[src/rtl/pipe_stage_skid.sv]
// pipe_stage_skid: generic valid/ready pipeline stage register.
//
// Carries an opaque WIDTH-bit payload, the concatenation of all the fields of
// one pipeline stage, from an upstream stage to a downstream stage. There is
// one cycle of latency and no combinational path from in_* to out_*.
//
// SKID=1 keeps a two-entry buffer (main + skid). Because of this, in_ready is
// a function of registered state only and does not form a combinational
// back-pressure path. SKID=0 keeps a single entry, and in_ready then follows
// out_ready combinationally.
//
// Ports:
//   clk        clock; all state updates on the rising edge
//   rst        synchronous, active-high reset (state EMPTY, payloads RST_VAL)
//   flush      synchronous kill of held and incoming entries
//   in_valid   upstream offers in_data
//   in_ready   this stage can accept a payload this cycle
//   in_data    upstream payload
//   out_valid  out_data holds a valid payload
//   out_ready  downstream accepts this cycle
//   out_data   head payload
//   occupancy  number of entries held (0..2)
//   stall_cnt  saturating count of cycles with out_valid=1 and out_ready=0
module pipe_stage_skid #(
  parameter int                 WIDTH   = 64,
  parameter int                 SKID    = 1,
  parameter logic [WIDTH-1:0]   RST_VAL = '0,
  parameter int                 CNT_W   = 16
) (
  input  logic             clk,
  input  logic             rst,
  input  logic             flush,
  input  logic             in_valid,
  output logic             in_ready,
  input  logic [WIDTH-1:0] in_data,
  output logic             out_valid,
  input  logic             out_ready,
  output logic [WIDTH-1:0] out_data,
  output logic [1:0]       occupancy,
  output logic [CNT_W-1:0] stall_cnt
);

  typedef enum logic [1:0] {
    EMPTY = 2'd0,
    ONE   = 2'd1,
    FULL  = 2'd2
  } state_t;

  state_t           state_p1;
  state_t           state_nxt;
  logic [WIDTH-1:0] main_p1;
  logic [WIDTH-1:0] skid_val;
  logic             in_fire;
  logic             out_fire;
  logic             load_main_in;
  logic             load_main_skid;
  logic             load_skid;

  assign out_valid = (state_p1 != EMPTY);
  assign out_data  = main_p1;
  assign occupancy = (state_p1 == FULL) ? 2'd2 :
                     (state_p1 == ONE)  ? 2'd1 : 2'd0;

  // in_ready never looks at in_valid. With the skid buffer it comes from
  // registered state only; without it, the single entry may be refilled in
  // the same cycle that downstream drains it.
  generate
    if (SKID != 0) begin : g_ready_reg
      assign in_ready = (state_p1 != FULL);
    end else begin : g_ready_comb
      assign in_ready = (state_p1 == EMPTY) | out_ready;
    end
  endgenerate

  assign in_fire  = in_valid & in_ready;
  assign out_fire = out_valid & out_ready;

  // Next-state and payload-load decode. A flush suppresses every load, so a
  // payload accepted in the flush cycle is dropped while the held payload
  // registers keep their stale contents.
  always_comb begin
    state_nxt      = state_p1;
    load_main_in   = 1'b0;
    load_main_skid = 1'b0;
    load_skid      = 1'b0;
    if (flush) begin
      state_nxt = EMPTY;
    end else begin
      case (state_p1)
        EMPTY: begin
          if (in_fire) begin
            load_main_in = 1'b1;
            state_nxt    = ONE;
          end
        end
        ONE: begin
          if (in_fire && out_fire) begin
            load_main_in = 1'b1;
          end else if (in_fire) begin
            // Only reachable with a skid buffer: in the single-entry form,
            // in_fire in ONE implies out_ready and therefore out_fire.
            if (SKID != 0) begin
              load_skid = 1'b1;
              state_nxt = FULL;
            end
          end else if (out_fire) begin
            state_nxt = EMPTY;
          end
        end
        FULL: begin
          if (out_fire) begin
            load_main_skid = 1'b1;
            state_nxt      = ONE;
          end
        end
        default: state_nxt = EMPTY;
      endcase
    end
  end

  // Stage boundary: head (main) entry and control state.
  always_ff @(posedge clk) begin
    if (rst) begin
      state_p1 <= EMPTY;
      main_p1  <= RST_VAL;
    end else begin
      state_p1 <= state_nxt;
      if (load_main_in) begin
        main_p1 <= in_data;
      end else if (load_main_skid) begin
        main_p1 <= skid_val;
      end
    end
  end

  // Stage boundary: second (skid) entry, present only with SKID=1.
  generate
    if (SKID != 0) begin : g_skid
      logic [WIDTH-1:0] skid_p1;
      always_ff @(posedge clk) begin
        if (rst) begin
          skid_p1 <= RST_VAL;
        end else if (load_skid) begin
          skid_p1 <= in_data;
        end
      end
      assign skid_val = skid_p1;
    end else begin : g_no_skid
      assign skid_val = RST_VAL;
    end
  endgenerate

  // Saturating stall counter; only rst clears it, flush leaves it alone.
  always_ff @(posedge clk) begin
    if (rst) begin
      stall_cnt <= '0;
    end else if (out_valid && !out_ready && (stall_cnt != {CNT_W{1'b1}})) begin
      stall_cnt <= stall_cnt + {{(CNT_W-1){1'b0}}, 1'b1};
    end
  end

endmodule

[config.mk]
export PLATFORM = sky130hd
export DESIGN_NAME = pipe_stage_skid
export DESIGN_NICKNAME = d
export VERILOG_FILES = /design/src/rtl/pipe_stage_skid.sv
export SDC_FILE = /design/constraint.sdc
export NUM_CORES = 1
export LEC_CHECK = 0
export BUFFER_PORTS_ARGS = -buffer_cell sky130_fd_sc_hd__buf_2
export CAP_MARGIN = 20
export CORE_MARGIN = 10
export CORE_UTILIZATION = 50
export CTS_CLUSTER_SIZE = 30
export DETAILED_ROUTE_END_ITERATION = 16
export PLACE_DENSITY = 0.87
export SKIP_CTS_REPAIR_TIMING = 1
export SLEW_MARGIN = 10
export SYNTH_ARGS = -nofsm -noshare
export SYNTH_HDL_FRONTEND = slang
export SYNTH_SLANG_ARGS = --single-unit
[constraint.sdc]
create_clock -name clk -period 2.5 [get_ports clk]
set_input_delay 0.125 -clock clk [delete_from_list [all_inputs] [get_ports clk]]
set_output_delay 0.125 -clock clk [all_outputs]
set_load 0.005 [all_outputs]
==> results_dict.tcl, run 1 <==
set metrics [dict create \
    drive_gt1_frac 0.2339 \
    drt_iter0_drc 673 \
    num_rows 38 \
    p_leak_uw 0.003037 \
    syn_nets 754 \
    placedCellCount 929 \
    die_height_um 126.8 \
    vias_per_cell 5.829 \
    design.die.area_um2 16080 \
    hold_class "in2reg" \
    powerDensity_nw_per_um2 697.1 \
    clockPowerShare 0.474 \
    cts.clk_slew.worst_paths_ns 0.06 \
    ys_seq_area_frac 0.5123 \
    port_buffers 152 \
    routed_wl_um 18030 \
    criticalPathCategory "reg2reg" \
    antenna_found_initial 1 \
    multi_input_area_um2 2565 \
    initial_utilization 0.5195 \
    syn_inst 684 \
    clkLatencyLatePin_ns 0.42 \
    hold_viol_final 1 \
    slew_violations 0 \
    switching_share 0.2261 \
    stdcell_count 1026 \
    p_total_uw 5444 \
    r2r_start "stall_cnt[0]" \
    grt_max_degree 66 \
    synth_edf_count 0 \
    syn_avg_cell_area_um2 8.341 \
    die_w_um 126.8 \
    synth_cell_types 39 \
    grt_util_all_layers 0.1950 \
    run_status "complete, but fails checks" \
    async_flop_share 0 \
    grt_pass1_wl_um 26190 \
    finalCriticalPeriod_ns 2.099 \
    hold_ws_ns -0.02167 \
    cp_top_family "simple AND/OR/NAND/NOR gates" \
    hp-start "in_data[32]" \
    num_vias 5981 \
    finish.utilization 0.7110 \
    ctsRootBufferMaster "clkbuf_16" \
    intPower_uw 4213 \
    final_common_cell "buf_2" \
    max_cap_violations 0 \
    cts-buffers-inserted 17 \
    slew_headroom 0.5321 \
    seq_power_share 0.445 \
    min_period_over_period 0.8395 \
    layout_common_cells "buf_2, dfxtp_1, a21oi_1" \
    power.switching_uw 1231 \
    timing.fmax_ghz 0.4765 \
    start_kind "flop" \
    area_delta_synth_final_pct 36.86 \
    fin_tns_setup_ns 0 \
    cts-htree-levels 4 \
    finalClockSkew_ns 0.005684 \
    cts_tree "done" \
    path_buf_inv 0 \
    crit_start "stall_cnt[0]" \
    setup_viol_count_final 0 \
    firstDrtPassIters 6 \
    hpwlAfterDp_um 10250 \
    endpoint_kind "flop" \
    combPwrFrac 0.082 \
    drc 0 \
    path_cells "ha_1 -> and4_1 -> and4bb_1 -> nor3_1 -> mux2_1" \
    failed_checks "negative hold slack" \
    slowest_delay_ns 0.60 \
    nFillCells 807 \
    crit_required_ns 2.81 \
    ys.flop_type "dfxtp_1" \
    final-seq-area_um2 2923 \
    vdd_ir_drop_max_mv 0.4702 \
    slowest_stage "and4bb_1" \
    ys_ff_latch 146 \
    clkSinkCount 146 \
    core_area_um2 10980 \
    grt_pass1_vias 5201 \
    cp.arrival_ns 2.41 \
    yosys_warnings 0 \
    routabilityCongestion 0.7998 \
    clockBufferDepth 2 \
    synth_area_um2 5705 \
    boundaryPins 153 \
    worst_pin_slew_ns 0.7018 \
    rsz0062_at_grt "false" \
    antenna_left 0 \
    grt_overflow 0 \
    worstPathMaxFanout 21 \
    wire_per_inst_um 17.57 \
    nets 942 \
]
sequential cells by signal, summed over array words and instances (netlist names):
signal          count
g_skid.skid_p1     64
out_data           64
stall_cnt          16
state_p1            2
worst register-to-register path, delay by kind of cell (launching register included):
kind / cells / cell delay, ns
adder cells (fa/ha/maj): 1 / 0.23
AND/OR/NAND/NOR: 3 / 0.99
multiplexers: 1 / 0.33
flip-flops: 1 / 0.43
cells by family after synthesis:
logic type,count (synthesis),share of synthesized area
AO/OA/AOI/OAI,287,0.2875
adder cells (fa/ha/maj),1,0.002193
buffers and inverters,62,0.04342
XOR/XNOR,1,0.001535
flip-flops,146,0.5123
multiplexers,4,0.007675
AND/OR/NAND/NOR,183,0.1454
through the flow:
step	setup WS, ns	cell area [um2]
after floorplan	0.6276	5705
after global placement	0.5249	6556
after detailed placement	0.4625	6556
after CTS	0.4264	7166
after global routing	0.2160	7809
final	0.4012	7809
cells in the mapped netlist (all sizes together) (4+ instances only):
library cell	n	share of area
or3	5	0.0055
nor3	4	0.0053
dfxtp	146	0.51
or4	8	0.011
nor2	4	0.0026
nor2b	6	0.0066
clkbuf	50	0.033
a22oi	64	0.084
nand2	134	0.088
o21ai	69	0.061
a21oi	143	0.13
nand4	5	0.0055
buf	10	0.0092
o31ai	7	0.0092
power groups by stage:
stage / logic [uW] / registers [uW] / clock network (uW)
6_report: 445 / 2420 / 2580
3_3_place_gp: 349 / 2470 / 0
4_1_cts: 354 / 2420 / 2610
3_5_place_dp: 352 / 2470 / 0
2_1_floorplan: 169 / 2470 / 0
5_1_grt: 485 / 2430 / 2710
path summary, 6_finish.rpt:
| kind | endpoint | slack, ns | cells after the start |
|---|---|---|---|
| hold reg to reg | g_skid.skid_p1[59] | 0.45 | 2 |
| setup / recovery | stall_cnt[6] | 0.40 | 5 |
| hold / removal | g_skid.skid_p1[32] | -0.02 | 3 |
| setup reg to reg | stall_cnt[6] | 0.40 | 5 |
metal layers:
layer,wire (um),up-vias,global-route usage,part of all wire
met3,1668,41,0.06789,0.093
met2,9045,320,0.3010,0.50
met5,0,-,0,0
met4,347,0,0.08171,0.019
met1,6963,2800,0.2423,0.39
li1,-,2820,-,-
final cells by class:
type | instances | share of cell area
clock buffer | 23 | 0.06505
timing repair buffer | 229 | 0.1955
antenna | 1 | 0.0003205
tap | 140 | 0.02243
sequential | 146 | 0.3743
multi-input combinational | 476 | 0.3285
clock inverter | 9 | 0.01298
inverter | 2 | 0.0009614
No activity file was read; power rests on OpenSTA's default activity.
==> run 2, diff against run 1 <==
--- a/config.mk
+++ b/config.mk
@@ -5,6 +5,7 @@
 export SDC_FILE = /design/constraint.sdc
 export NUM_CORES = 1
 export LEC_CHECK = 0
+export ABC_AREA = 1
 export BUFFER_PORTS_ARGS = -buffer_cell sky130_fd_sc_hd__buf_2
 export CAP_MARGIN = 20
 export CORE_MARGIN = 10
==> constraint.sdc (replaced) <==
create_clock -name clk -period 2.1 [get_ports clk]
set_input_delay 0.105 -clock clk [delete_from_list [all_inputs] [get_ports clk]]
set_output_delay 0.105 -clock clk [all_outputs]
set_load 0.005 [all_outputs]
==> results_dict.tcl, run 2 <==
set metrics [dict create \
    finalClockSkew_ns 0.007540 \
    worstRegToRegCells 9 \
    syn_nets 882 \
    synth_top_family_by_area "simple AND/OR/NAND/NOR gates" \
    path_buf_inv 2 \
    path_cells "ha_1 -> inv_1 -> nor2_4 -> nand2_2 -> nor2_4 -> nor2_4 -> inv_4 -> nand2_1 -> a21oi_2" \
    grt_max_degree 76 \
    synth_compound_area_frac 0.1901 \
    hpwlAfterDp_um 11320 \
    max_cap_violations 0 \
    timing.fmax_ghz 0.5731 \
    firstDrtPassIters 5 \
    clockPowerShare 0.494 \
    synth_area_leaders "dfxtp_1, o21ai_0, nor2_1" \
    yosys.area.top_type_share 0.4730 \
    run_status "complete, but fails checks" \
    rsz0062_at_grt "false" \
    rrSetupSlack_ns 0.36 \
    wire_per_inst_um 16.24 \
    endpoint_kind "flop" \
    crit_required_ns 2.37 \
    yosysMostFrequentCell "dfxtp_1" \
    final_common_cell "buf_2" \
    combPwrFrac 0.079 \
    postLayoutCellArea_um2 7834 \
    ys_ff_latch 146 \
    powerDensity_nw_per_um2 864.2 \
    crit_top_cell "nor2_4" \
    routabilityCongestion 0.8744 \
    grt_util_all_layers 0.2017 \
    port_buffers 152 \
    initial_utilization 0.5123 \
    synthMuxAreaShare 0 \
    syn_avg_cell_area_um2 7.610 \
    grt_pass1_wl_um 29120 \
    worstPathMaxFanout 18 \
    slowest_delay_ns 0.36 \
    grt_pass1_vias 5728 \
    start_kind "flop" \
    cts-htree-levels 4 \
    num_rows 40 \
    antenna_left 0 \
    endpoint "stall_cnt[7]" \
    slew_headroom 0.3860 \
    layout_common_cells "buf_2, dfxtp_1, nor2_1" \
    power.switching_uw 1527 \
    drc 0 \
    async_flop_share 0 \
    setup_viol_count_final 0 \
    syn_inst 812 \
    drt_iter0_drc 563 \
    dpl_cell_area_um2 6965 \
    slowest_stage "nor2_4" \
    drive_gt1_frac 0.2353 \
    hold_viol_final 21 \
    pre_cts_ws_ns 0.3996 \
    cts_tree "done" \
    synth_top_cell_by_area "dfxtp_1" \
    ys_seq_area_frac 0.4730 \
    failed_checks "negative hold slack" \
    hold_class "in2reg" \
    holdPathStages 3 \
    crit_cells 9 \
    diodes 0 \
    clockBufferDepth 2 \
    antenna_found_initial 0 \
    grt_overflow 0 \
    criticalPathCategory "reg2reg" \
    synthXorXnorAreaFrac 0.008504 \
    synth_area_um2 6180 \
    clkLatencyLatePin_ns 0.42 \
    synth_edf_count 0 \
    crit_start "stall_cnt[0]" \
    vias_per_cell 5.496 \
    vdd_ir_drop_max_mv 0.6235 \
    synthAdderAreaFrac 0.002025 \
    slew_violations 0 \
    cts-buffers-inserted 17 \
    switching_share 0.2255 \
    p_leak_uw 0.003133 \
    num_vias 6249 \
    r2r_start "stall_cnt[0]" \
    clkSinkCount 146 \
    area_delta_synth_final_pct 26.77 \
    cp.arrival_ns 2.02 \
    yosys_warnings 0 \
    hold_ws_ns -0.02738 \
    netlist_top_cells_count "dfxtp_1, nor2_1, o21ai_0" \
    finish.utilization 0.6495 \
    cts.clk_slew.worst_paths_ns 0.06 \
    intPower_uw 5243 \
    design.die.area_um2 17210 \
    synth_cell_types 29 \
    routed_wl_um 18460 \
    die_w_um 131.2 \
    seq_power_share 0.427 \
    worst_pin_slew_ns 0.9210 \
    r2r_end "stall_cnt[7]" \
    nets 1026 \
    fin_ws_ns 0.3552 \
    core_area_um2 12060 \
    min_period_over_period 0.8309 \
    cp_top_family "simple AND/OR/NAND/NOR gates" \
    ys.flop_type "dfxtp_1" \
    fin_tns_setup_ns 0 \
    boundaryPins 153 \
    finalCriticalPeriod_ns 1.745 \
    ctsRootBufferMaster "clkbuf_16" \
    yosys.area_share.simple 0.2351 \
    die_height_um 131.2 \
]
## run 2: layout make-up
| cell class | instances | area [um2] |
|---|---|---|
| fill | 979 | 4228 |
| sequential | 146 | 2923 |
| multi-input combinational | 545 | 2701 |
| timing repair buffer | 188 | 1121 |
| clock buffer | 20 | 456.7 |
| inverter | 58 | 220.2 |
| tap | 168 | 210.2 |
| clock inverter | 12 | 201.4 |
## run 2: power by group through the flow
stage / Sequential (uW) / Clock [uW] / Combinational (uW)
CTS: 2890 / 3380 / 497
global placement: 2950 / 0 / 481
finish: 2890 / 3350 / 533
detailed placement: 2950 / 0 / 491
global route: 2900 / 3520 / 591
floorplan: 2950 / 0 / 273
## run 2: cell families (layout without fill, tap and decap cells)
| logic type | count (synthesis) | count (layout) |
|---|---|---|
| flip-flops | 146 | 146 |
| adder cells (fa/ha/maj) | 1 | 1 |
| XOR/XNOR | 6 | 6 |
| AND/OR/NAND/NOR | 320 | 320 |
| buffers and inverters | 121 | 278 |
| AO/OA/AOI/OAI | 218 | 218 |
## run 2: through the flow
stage | total power [uW] | cells | hold slack (ns)
3_5_place_dp | 3439 | 1084 | 0.3814
6_report | 6770 | 1137 | -0.02738
3_3_place_gp | 3427 | 1084 | 0.3737
5_1_grt | 7004 | 1137 | 0.001643
2_1_floorplan | 3222 | 812 | 0.2694
4_1_cts | 6767 | 1116 | -0.06346
## run 2: tightest hold or removal path, cell delays in order
cell and delay [ns]:
buf_2 0.09, o21ai_0 0.08, nor2_1 0.08
## run 2: worst min path at each step
stage | startpoint | to | slack (ns)
6_report | in_data[24] | g_skid.skid_p1[24] | -0.03
5_1_grt | in_data[31] | g_skid.skid_p1[31] | 0.002
4_1_cts | in_data[11] | g_skid.skid_p1[11] | -0.06
3_5_place_dp | in_data[11] | g_skid.skid_p1[11] | 0.38
3_3_place_gp | in_data[13] | g_skid.skid_p1[13] | 0.37
2_1_floorplan | in_data[0] | g_skid.skid_p1[0] | 0.27
## run 2: routing by layer
metal,routed length [um],vias up,track usage
li1,-,3022,-
met1,7778,2936,0.2486
met2,8868,257,0.3221
met3,1423,34,0.05755
met4,393,0,0.08438
met5,0,-,0
